<file path="config.mk">
export PLATFORM = sky130hd
export DESIGN_NAME = ps2_keycode_rx
export DESIGN_NICKNAME = d
export VERILOG_FILES = /design/src/rtl/ps2_pkg.sv /design/src/rtl/ps2_frame_rx.sv /design/src/rtl/ps2_keycode_rx.sv
export SDC_FILE = /design/constraint.sdc
export NUM_CORES = 1
export LEC_CHECK = 0
export CAP_MARGIN = 5
export CORE_ASPECT_RATIO = 2
export CORE_MARGIN = 5
export CORE_UTILIZATION = 30
export CTS_BUF_LIST = sky130_fd_sc_hd__clkbuf_4 sky130_fd_sc_hd__clkbuf_8
export CTS_CLUSTER_DIAMETER = 60
export DETAILED_ROUTE_END_ITERATION = 16
export PLACE_DENSITY_LB_ADDON = 0.08
export RECOVER_POWER = 50
export SLEW_MARGIN = 20
export SYNTH_ARGS = -nofsm -noshare
export SYNTH_HDL_FRONTEND = slang
export SYNTH_SLANG_ARGS = --single-unit
</file>
<file path="constraint.sdc">
create_clock -name clk -period 2.3 [get_ports clk]
set_clock_uncertainty 0.1 [all_clocks]
set_input_delay 0.23 -clock clk [delete_from_list [all_inputs] [get_ports clk]]
set_output_delay 0.23 -clock clk [all_outputs]
set_load 0.01 [all_outputs]
</file>
<file path="src/rtl/ps2_pkg.sv">
// ============================================================================
// Module      : ps2_pkg
// Description : Shared constants and frame-state encoding for the PS/2
//               keycode receiver.
// Revision    : 1.0 - initial release
// ============================================================================
`default_nettype none

package ps2_pkg;

  localparam logic [7:0] PS2_PREFIX_EXT = 8'hE0;
  localparam logic [7:0] PS2_PREFIX_BRK = 8'hF0;
  localparam int         PS2_DATA_BITS  = 8;

  typedef enum logic [1:0] {
    IDLE   = 2'd0,
    DATA   = 2'd1,
    PARITY = 2'd2,
    STOP   = 2'd3
  } ps2_state_e;

endpackage

`default_nettype wire

</file>
<file path="src/rtl/ps2_frame_rx.sv">
// ============================================================================
// Module      : ps2_frame_rx
// Description : PS/2 frame receiver: input synchronizers, ps2_clk glitch
//               filter, start/data/parity/stop FSM and inter-edge watchdog.
//               Parity checking is enabled by defining PS2_PARITY_CHECK_EN.
// Revision    : 1.0 - initial release
// ============================================================================
`default_nettype none

module ps2_frame_rx
  import ps2_pkg::*;
#(
  parameter int TIMEOUT_CYCLES = 16000,
  parameter int FILTER_LEN     = 4
) (
  input  logic       clk,
  input  logic       clr,
  input  logic       ps2_clk,
  input  logic       ps2_data,
  output logic [7:0] rx_byte,
  output logic       rx_done,
  output logic       rx_err,
  output logic       rx_timeout,
  output logic       busy
);

  localparam int FCNT_W = (FILTER_LEN > 1) ? $clog2(FILTER_LEN) : 1;
  localparam int WD_W   = $clog2(TIMEOUT_CYCLES + 1);
  localparam int BCNT_W = $clog2(PS2_DATA_BITS);

  localparam logic [FCNT_W-1:0] FILT_LAST = FCNT_W'(FILTER_LEN - 1);
  localparam logic [WD_W-1:0]   WD_LAST   = WD_W'(TIMEOUT_CYCLES - 1);
  localparam logic [BCNT_W-1:0] BIT_LAST  = BCNT_W'(PS2_DATA_BITS - 1);

  logic              clk_meta_q, clk_meta_d, clk_sync_q, clk_sync_d;
  logic              dat_meta_q, dat_meta_d, dat_sync_q, dat_sync_d;
  logic              filt_q, filt_d, filt_prev_q, filt_prev_d;
  logic [FCNT_W-1:0] fcnt_q, fcnt_d;
  logic [WD_W-1:0]   wd_q, wd_d;
  logic [7:0]        shift_q, shift_d;
  logic [BCNT_W-1:0] bcnt_q, bcnt_d;
  ps2_state_e        state_q, state_d;

  logic sample_ev;
  logic sample_bit;
  logic timeout;
  logic par_ok;

  always_comb begin
    clk_meta_d  = ps2_clk;
    clk_sync_d  = clk_meta_q;
    dat_meta_d  = ps2_data;
    dat_sync_d  = dat_meta_q;
    filt_prev_d = filt_q;
  end

  // The filtered clock follows only once the synchronized level has differed for FILTER_LEN cycles.
  always_comb begin
    filt_d = filt_q;
    fcnt_d = '0;
    if (clk_sync_q != filt_q) begin
      if (fcnt_q == FILT_LAST) begin
        filt_d = clk_sync_q;
      end else begin
        fcnt_d = fcnt_q + 1'b1;
      end
    end
  end

  assign sample_ev  = filt_prev_q & ~filt_q;
  assign sample_bit = dat_sync_q;
  assign timeout    = (state_q != IDLE) && !sample_ev && (wd_q == WD_LAST);

  always_comb begin
    wd_d = wd_q + 1'b1;
    if (sample_ev || state_q == IDLE || timeout) begin
      wd_d = '0;
    end
  end

  always_ff @(posedge clk or posedge clr) begin
    if (clr) begin
      clk_meta_q  <= 1'b1;
      clk_sync_q  <= 1'b1;
      dat_meta_q  <= 1'b1;
      dat_sync_q  <= 1'b1;
      filt_q      <= 1'b1;
      filt_prev_q <= 1'b1;
      fcnt_q      <= '0;
      wd_q        <= '0;
      shift_q     <= '0;
      bcnt_q      <= '0;
    end else begin
      clk_meta_q  <= clk_meta_d;
      clk_sync_q  <= clk_sync_d;
      dat_meta_q  <= dat_meta_d;
      dat_sync_q  <= dat_sync_d;
      filt_q      <= filt_d;
      filt_prev_q <= filt_prev_d;
      fcnt_q      <= fcnt_d;
      wd_q        <= wd_d;
      shift_q     <= shift_d;
      bcnt_q      <= bcnt_d;
    end
  end

  always_ff @(posedge clk or posedge clr) begin
    if (clr) begin
      state_q <= IDLE;
    end else begin
      state_q <= state_d;
    end
  end

  always_comb begin
    state_d = state_q;
    if (timeout) begin
      state_d = IDLE;
    end else if (sample_ev) begin
      case (state_q)
        IDLE:    if (!sample_bit) state_d = DATA;
        DATA:    if (bcnt_q == BIT_LAST) state_d = PARITY;
        PARITY:  state_d = STOP;
        STOP:    state_d = IDLE;
        default: state_d = IDLE;
      endcase
    end
  end

  always_comb begin
    shift_d = shift_q;
    bcnt_d  = bcnt_q;
    if (sample_ev) begin
      if (state_q == IDLE) begin
        bcnt_d = '0;
      end else if (state_q == DATA) begin
        shift_d = {sample_bit, shift_q[7:1]};
        bcnt_d  = bcnt_q + 1'b1;
      end
    end
  end

`ifdef PS2_PARITY_CHECK_EN
  logic par_q, par_d;

  always_comb begin
    par_d = par_q;
    if (sample_ev && state_q == PARITY) begin
      par_d = sample_bit;
    end
  end

  always_ff @(posedge clk or posedge clr) begin
    if (clr) begin
      par_q <= 1'b0;
    end else begin
      par_q <= par_d;
    end
  end

  assign par_ok = ^{shift_q, par_q};
`else
  // The parity slot is still clocked through PARITY but its value is not kept.
  assign par_ok = 1'b1;
`endif

  always_comb begin
    rx_byte    = shift_q;
    rx_done    = 1'b0;
    rx_err     = 1'b0;
    rx_timeout = timeout;
    busy       = (state_q != IDLE);
    if (sample_ev && state_q == STOP) begin
      rx_done = sample_bit & par_ok;
      rx_err  = ~(sample_bit & par_ok);
    end
    if (timeout) begin
      rx_err = 1'b1;
    end
  end

endmodule

`default_nettype wire

</file>
<file path="src/rtl/ps2_keycode_rx.sv">
// ============================================================================
// Module      : ps2_keycode_rx
// Description : PS/2 keyboard scancode receiver with E0/F0 prefix stripping.
//               Define PS2_PARITY_CHECK_EN to reject frames with bad parity.
// Revision    : 1.0 - initial release
// ============================================================================
`default_nettype none

module ps2_keycode_rx
  import ps2_pkg::*;
#(
  parameter int TIMEOUT_CYCLES = 16000,
  parameter int FILTER_LEN     = 4
) (
  input  logic       clk,
  input  logic       clr,
  input  logic       ps2_clk,
  input  logic       ps2_data,
  output logic [7:0] key_code,
  output logic       key_ext,
  output logic       key_break,
  output logic       key_valid,
  output logic       frame_err,
  output logic       busy
);

  logic [7:0] rx_byte;
  logic       rx_done, rx_err, rx_timeout;

  logic [7:0] key_code_q, key_code_d;
  logic       key_ext_q, key_ext_d, key_break_q, key_break_d;
  logic       key_valid_q, key_valid_d, frame_err_q, frame_err_d;
  logic       ext_pend_q, ext_pend_d, brk_pend_q, brk_pend_d;

  ps2_frame_rx #(
    .TIMEOUT_CYCLES(TIMEOUT_CYCLES),
    .FILTER_LEN    (FILTER_LEN)
  ) u_frame_rx (
    .clk       (clk),
    .clr       (clr),
    .ps2_clk   (ps2_clk),
    .ps2_data  (ps2_data),
    .rx_byte   (rx_byte),
    .rx_done   (rx_done),
    .rx_err    (rx_err),
    .rx_timeout(rx_timeout),
    .busy      (busy)
  );

  always_comb begin
    key_code_d  = key_code_q;
    key_ext_d   = key_ext_q;
    key_break_d = key_break_q;
    key_valid_d = 1'b0;
    frame_err_d = rx_err;
    ext_pend_d  = ext_pend_q;
    brk_pend_d  = brk_pend_q;
    if (rx_done) begin
      if (rx_byte == PS2_PREFIX_EXT) begin
        ext_pend_d = 1'b1;
      end else if (rx_byte == PS2_PREFIX_BRK) begin
        brk_pend_d = 1'b1;
      end else begin
        key_code_d  = rx_byte;
        key_ext_d   = ext_pend_q;
        key_break_d = brk_pend_q;
        key_valid_d = 1'b1;
        ext_pend_d  = 1'b0;
        brk_pend_d  = 1'b0;
      end
    end
    // A stalled frame breaks any prefix sequence; a rejected frame does not.
    if (rx_timeout) begin
      ext_pend_d = 1'b0;
      brk_pend_d = 1'b0;
    end
  end

  always_ff @(posedge clk or posedge clr) begin
    if (clr) begin
      key_code_q  <= '0;
      key_ext_q   <= 1'b0;
      key_break_q <= 1'b0;
      key_valid_q <= 1'b0;
      frame_err_q <= 1'b0;
      ext_pend_q  <= 1'b0;
      brk_pend_q  <= 1'b0;
    end else begin
      key_code_q  <= key_code_d;
      key_ext_q   <= key_ext_d;
      key_break_q <= key_break_d;
      key_valid_q <= key_valid_d;
      frame_err_q <= frame_err_d;
      ext_pend_q  <= ext_pend_d;
      brk_pend_q  <= brk_pend_d;
    end
  end

  assign key_code  = key_code_q;
  assign key_ext   = key_ext_q;
  assign key_break = key_break_q;
  assign key_valid = key_valid_q;
  assign frame_err = frame_err_q;

endmodule

`default_nettype wire

</file>
=== After elaboration in Yosys (flattened, before gate mapping) ===
Cells that the tools add are included.
Widths: inputs -> output; s select.

* Word-level logic and storage cells: 82
* Flip-flop bits (word level): 49
* Output and inout port bits: 13
* Input bits: 4

* Muxes and demuxes: 24
* Eq/ne operators: 13
* Bitwise operators: 6
* Reductions and logical operators: 18
* Add/subtract/negate cells: 3

{| class="wikitable"
|+ Operators with widths
! operator !! number
|-
| $eq 8x8->1 const B || 2
|-
| $add 14x1->14 const B || 1
|-
| $eq 14x14->1 const B || 1
|-
| $mux 1 || 14
|-
| $mux 14 || 1
|-
| $mux 2 || 6
|-
| $reduce_and 3->1 || 3
|-
| $pmux 2 s4 || 1
|-
| $reduce_and 2->1 || 4
|-
| $reduce_bool 2->1 || 4
|-
| $eq 2x2->1 const B || 3
|-
| $mux 3 || 2
|-
| $not 1->1 || 5
|-
| $add 3x1->3 const B || 1
|-
| $eq 3x3->1 const B || 1
|-
| $logic_and 1x1->1 || 3
|-
| $ne 3x1->1 const B || 1
|-
| $ne 3x2->1 const B || 1
|-
| $ne 3x3->1 const B || 1
|-
| $add 2x1->2 const B || 1
|-
| $eq 2x1->1 const B || 1
|-
| $logic_not 2->1 || 1
|-
| $logic_or 1x1->1 || 2
|-
| $ne 2x1->1 const B || 1
|-
| other kinds (3) || 3
|}

=== Depth between registers and ports, before layout ===
* Depth after elaboration: 7
* Gate-level depth with buffers: 6
* Mapped depth without buffers: 6

=== Cells and area by module ===
A second synthesis with hierarchy kept.

* Cells, all modules: 182
* Area, all modules: 2,232.1 µm²

{| class="wikitable"
|+ Modules (own cells, without submodules)
! module !! cells an instance !! times used !! area each (µm²) !! seq. area each (µm²)
|-
| ps2_frame_rx || 142 || 1 || 1,669.1 || 883.3
|-
| ps2_keycode_rx || 40 || 1 || 563.0 || 350.3
|}

=== Least setup slack after synthesis ===
No wires, ideal clock.

* Path kind: register to register
* Start: register u_frame_rx.state_q[0]
* End: register key_code_q[0] (netlist: key_code[0])
* Clock period less this slack: 1,814 ps
* Setup time: 125 ps
* Data arrival time: 1,589 ps
* Cell stages (with the launch flop): 6
* Slack: 486 ps
* Path buffers: 1
* Required time: 2,075 ps
* Cell sequence: dfrtp_1 -> ha_1 -> nand4b_1 -> a31oi_1 -> buf_4 -> mux2_2

* Word-level cells in the longest chain between the ends: 4

{| class="wikitable"
|+ RTL lines
! what !! line !! RTL
|-
| from (decl) || ps2_frame_rx.sv:42 || <nowiki>ps2_state_e state_q, state_d;</nowiki>
|-
| from (signal assigned) || ps2_frame_rx.sv:111 || <nowiki>state_q <= state_d;</nowiki>
|-
| $eq 2x2->1 || ps2_frame_rx.sv:173 || <nowiki>if (sample_ev && state_q == STOP) begin</nowiki>
|-
| $logic_and 1x1->1 || ps2_frame_rx.sv:173 ||
|-
| $mux 1 || ps2_frame_rx.sv:173 ||
|-
| $reduce_and 3->1 (no source line) || -- ||
|-
| to (signal assigned) || ps2_keycode_rx.sv:89 || <nowiki>key_code_q <= key_code_d;</nowiki>
|-
| to (decl) || ps2_keycode_rx.sv:30 || <nowiki>logic [7:0] key_code_q, key_code_d;</nowiki>
|}

Every way passes these cells.
A chain may end at the register's enable or synchronous reset.

=== Final worst setup path ===
* Start: register u_frame_rx.state_q[0]
* End: output busy

* Word-level cells in the longest chain between the ends: 1

{| class="wikitable"
|+ RTL lines
! what !! line !! RTL
|-
| $reduce_bool 2->1 || ps2_frame_rx.sv:172 || <nowiki>busy = (state_q != IDLE);</nowiki>
|-
| to (decl) || ps2_keycode_rx.sv:24 || <nowiki>output logic busy</nowiki>
|}

Every way passes these cells.

==> results.toml <==
[cts]
path_clk_slew_ns = 0.09
cts_max_level = 2
cts-root-buf = "clkbuf_8"
cts_hold_buf = 0
clk_path_buf_depth = 2
cts_tree = "done"
cts.sinks = 49
cts_buffers = 5
cts-resized-gates = 0
clkLatencyLatePin_ns = 0.31
cts_setup_buffers = 0

[synthesis]
synth_top_family_by_area = "simple AND/OR/NAND/NOR gates"
syn_avg_cell_area_sq_um = 12.5
synthAdderAreaFrac_pct = 5.87
yosys_most_used_dff = "dfrtp_1"
syn_area_sq_um = 2130
yosys_warnings = 0
yosysUniqueCellTypes = 35
synth_xor_xnor_area_share_pct = 5.34
ys_ff_latch = 49
synth_edf_count = 0
yosysSeqAreaShare_pct = 57.9
synth_compound_area_share_pct = 4.70
async_flop_share_pct = 100
synth-simple-area-share_pct = 15.2
yosys-mux-area-fraction_pct = 8.98
syn-num-nets = 184
syn_inst = 170

[sta]
final-hold-violation-count = 0
fin_ws_ns = 0.103
max_slew_margin_pct = 17.7
tightest_slew_ns = 1.23
max_freq_mhz = 455
fin_crit_sh_pct = 95.5
final-setup-viol-count = 0
finalSetupTns_ns = 0
drv_slew = 0
layout_min_cycle_time_ns = 2.20
rsz0062_at_grt = "no"

[grt]
first_global_vias = 1468
grtUsageTotal_pct = 10.5
grt_antenna_before_repair = 0
grt_pass1_wl_um = 7380
grt_start_max_net_pins = 50
gr-total-overflow = 0

[route]
met3_length_um = 131
maxUsedRoutingLayer = "met4"
antenna_left = 0
firstDrtPassIters = 4
viasPerCell = 4.76
vias = 1358
drt-met1-wl_um = 1640
drc_errors = 0
routed_wirelength_um = 4240
wl_per_cell_um = 14.9
wl_met2_um = 2320
drt_iter0_markers = 27

[place]
dpl.hpwl_um = 3080
port_buffers = 16
pre_cts_slack_ns = 0.344
place_congestion = 0.878

[worst_setup_path]
crit_type = "reg2out"
startpoint_type = "flop"
slowest_delay_ns = 0.49
crit_slowest_cell = "clkdlybuf4s50_1"
cp_data_required_time_ns = 1.97
cp_common_cell = "inv_1"
cp.arrival_ns = 1.87
path_buf_inv = 3
critPathTopFamily = "buffers and inverters"
cp_max_fo = 6
crit_path_cell_trace = "inv_1 -> ha_1 -> inv_1 -> clkdlybuf4s50_1"
endpoint_kind = "output pin"

[floorplan]
rows = 43
dieArea_sq_um = 8990
io_pins = 17
die_width_um = 69.6
fp.dieH_um = 129
initial_core_util_pct = 30.7
core_sq_um = 6940

[min_path]
hp-class = "reg2reg"

[power_and_ir_drop]
leakage_uw = 0.00114
powerDensity_nw_per_um2 = 1060
ir_worst_vdd_mv = 0.463

[final_layout]
final_core_utilization_pct = 36.5
area_delta_synth_final_pct = 18.8
layout-drive-gt1-share_pct = 20.5
diodes = 0
finalNetCount = 208

[job]
drv_cap = 0

[outcome]
outcome = "finished, final reports clean"
==> sequential cells by signal (all words and copies together), names as in the netlist, 2 cells and up <==
register	flops
u_frame_rx.fcnt_q	2
key_code	8
u_frame_rx.state_q	2
u_frame_rx.bcnt_q	3
u_frame_rx.wd_q	14
u_frame_rx.rx_byte	8
==> cell type report <==
class / count / area, sq um
sequential: 49 / 1230
timing repair buffer: 20 / 188
clock buffer: 6 / 82.6
multi-input combinational: 112 / 855
clock inverter: 2 / 37.5
inverter: 6 / 22.5
tap: 90 / 113
fill: 688 / 4410
==> per-layer routing <==
layer / global-route usage [%] / up-vias
met5: 0 / -
met4: 6.56 / 0
met3: 2.64 / 11
met2: 18.8 / 20
met1: 11.0 / 688
li1: - / 639
==> worst register-to-register path, delay by kind of cell (launching register included) <==
family                   cells  cell delay, ns
AND/OR/NAND/NOR              2            0.80
adder cells (fa/ha/maj)      1            0.29
flip-flops                   1            0.43
buffers and inverters        1            0.08
AO/OA/AOI/OAI                1            0.13
==> worst paths after layout <==
kind / startpoint / endpoint / slack (ns) / cells after the start
worst max-delay path: u_frame_rx.state_q[0] / busy / 0.10 / 4
worst min-delay path: u_frame_rx.dat_meta_q / u_frame_rx.dat_sync_q / 0.26 / 0
worst max register to register: u_frame_rx.wd_q[0] / u_frame_rx.state_q[1] / 0.36 / 5
worst min register to register: u_frame_rx.dat_meta_q / u_frame_rx.dat_sync_q / 0.26 / 0
max in group asynchronous: clr / u_frame_rx.fcnt_q[0] / 0.69 / 3
min in group asynchronous: clr / key_ext / 0.66 / 3
==> cells by family (layout without fill, tap and decap cells) <==
kind of cell | after synthesis | in the layout
DFF | 49 | 49
adders and majority gates | 10 | 10
buffers and inverters | 9 | 34
and+or+nand+nor | 60 | 60
xor gates and xnor gates | 13 | 13
muxes | 17 | 17
AOI/OAI and AO/OA | 12 | 12
==> where the power goes <==
| group | leakage [uW] | internal (uW) | switching [uW] |
|---|---|---|---|
| clock | 0.0000574 | 354 | 293 |
| combinational | 0.000437 | 379 | 408 |
| sequential | 0.000642 | 1070 | 175 |
| total | 0.00114 | 1810 | 876 |
==> synth_stat cells, types with 2 or more instances <==
| cell type | n | share of area [%] |
|---|---|---|
| a22o_1 | 2 | 0.82 |
| and3_1 | 2 | 0.59 |
| buf_4 | 2 | 0.70 |
| dfrtp_1 | 43 | 50 |
| dfstp_2 | 6 | 7.4 |
| ha_1 | 10 | 5.9 |
| inv_1 | 6 | 1.1 |
| mux2_2 | 17 | 9.0 |
| nand2_1 | 10 | 1.8 |
| nand3_1 | 6 | 1.4 |
| nand4_1 | 5 | 1.5 |
| nor2_1 | 18 | 3.2 |
| nor2b_1 | 2 | 0.59 |
| nor3_1 | 5 | 1.2 |
| nor4_1 | 3 | 0.88 |
| o21ai_0 | 2 | 0.47 |
| o22a_1 | 2 | 0.82 |
| xnor2_1 | 7 | 2.9 |
| xor2_1 | 6 | 2.5 |
==> metrics by stage <==
step                      hold slack, ns  cells  cell area [sq um]  power (uW)
after floorplan                    0.134    170               2130        1770
after global placement             0.247    277               2410        2040
after detailed placement           0.247    277               2410        2070
after CTS                          0.212    285               2530        2740
after global routing               0.267    285               2530        2860
final                              0.259    285               2530        2680
==> cell usage in the layout, fill, tap and decap left out, types with 5 or more instances in the layout <==
master / n
clkbuf_8: 6
clkdlybuf4s50_1: 13
dfrtp_1: 43
dfstp_2: 5
ha_1: 10
inv_1: 5
mux2_2: 17
nand2_1: 10
nand3_1: 6
nand4_1: 5
nor2_1: 18
nor3_1: 5
xnor2_1: 7
xor2_1: 6
Note: power is estimated with default switching activity, not from simulation.
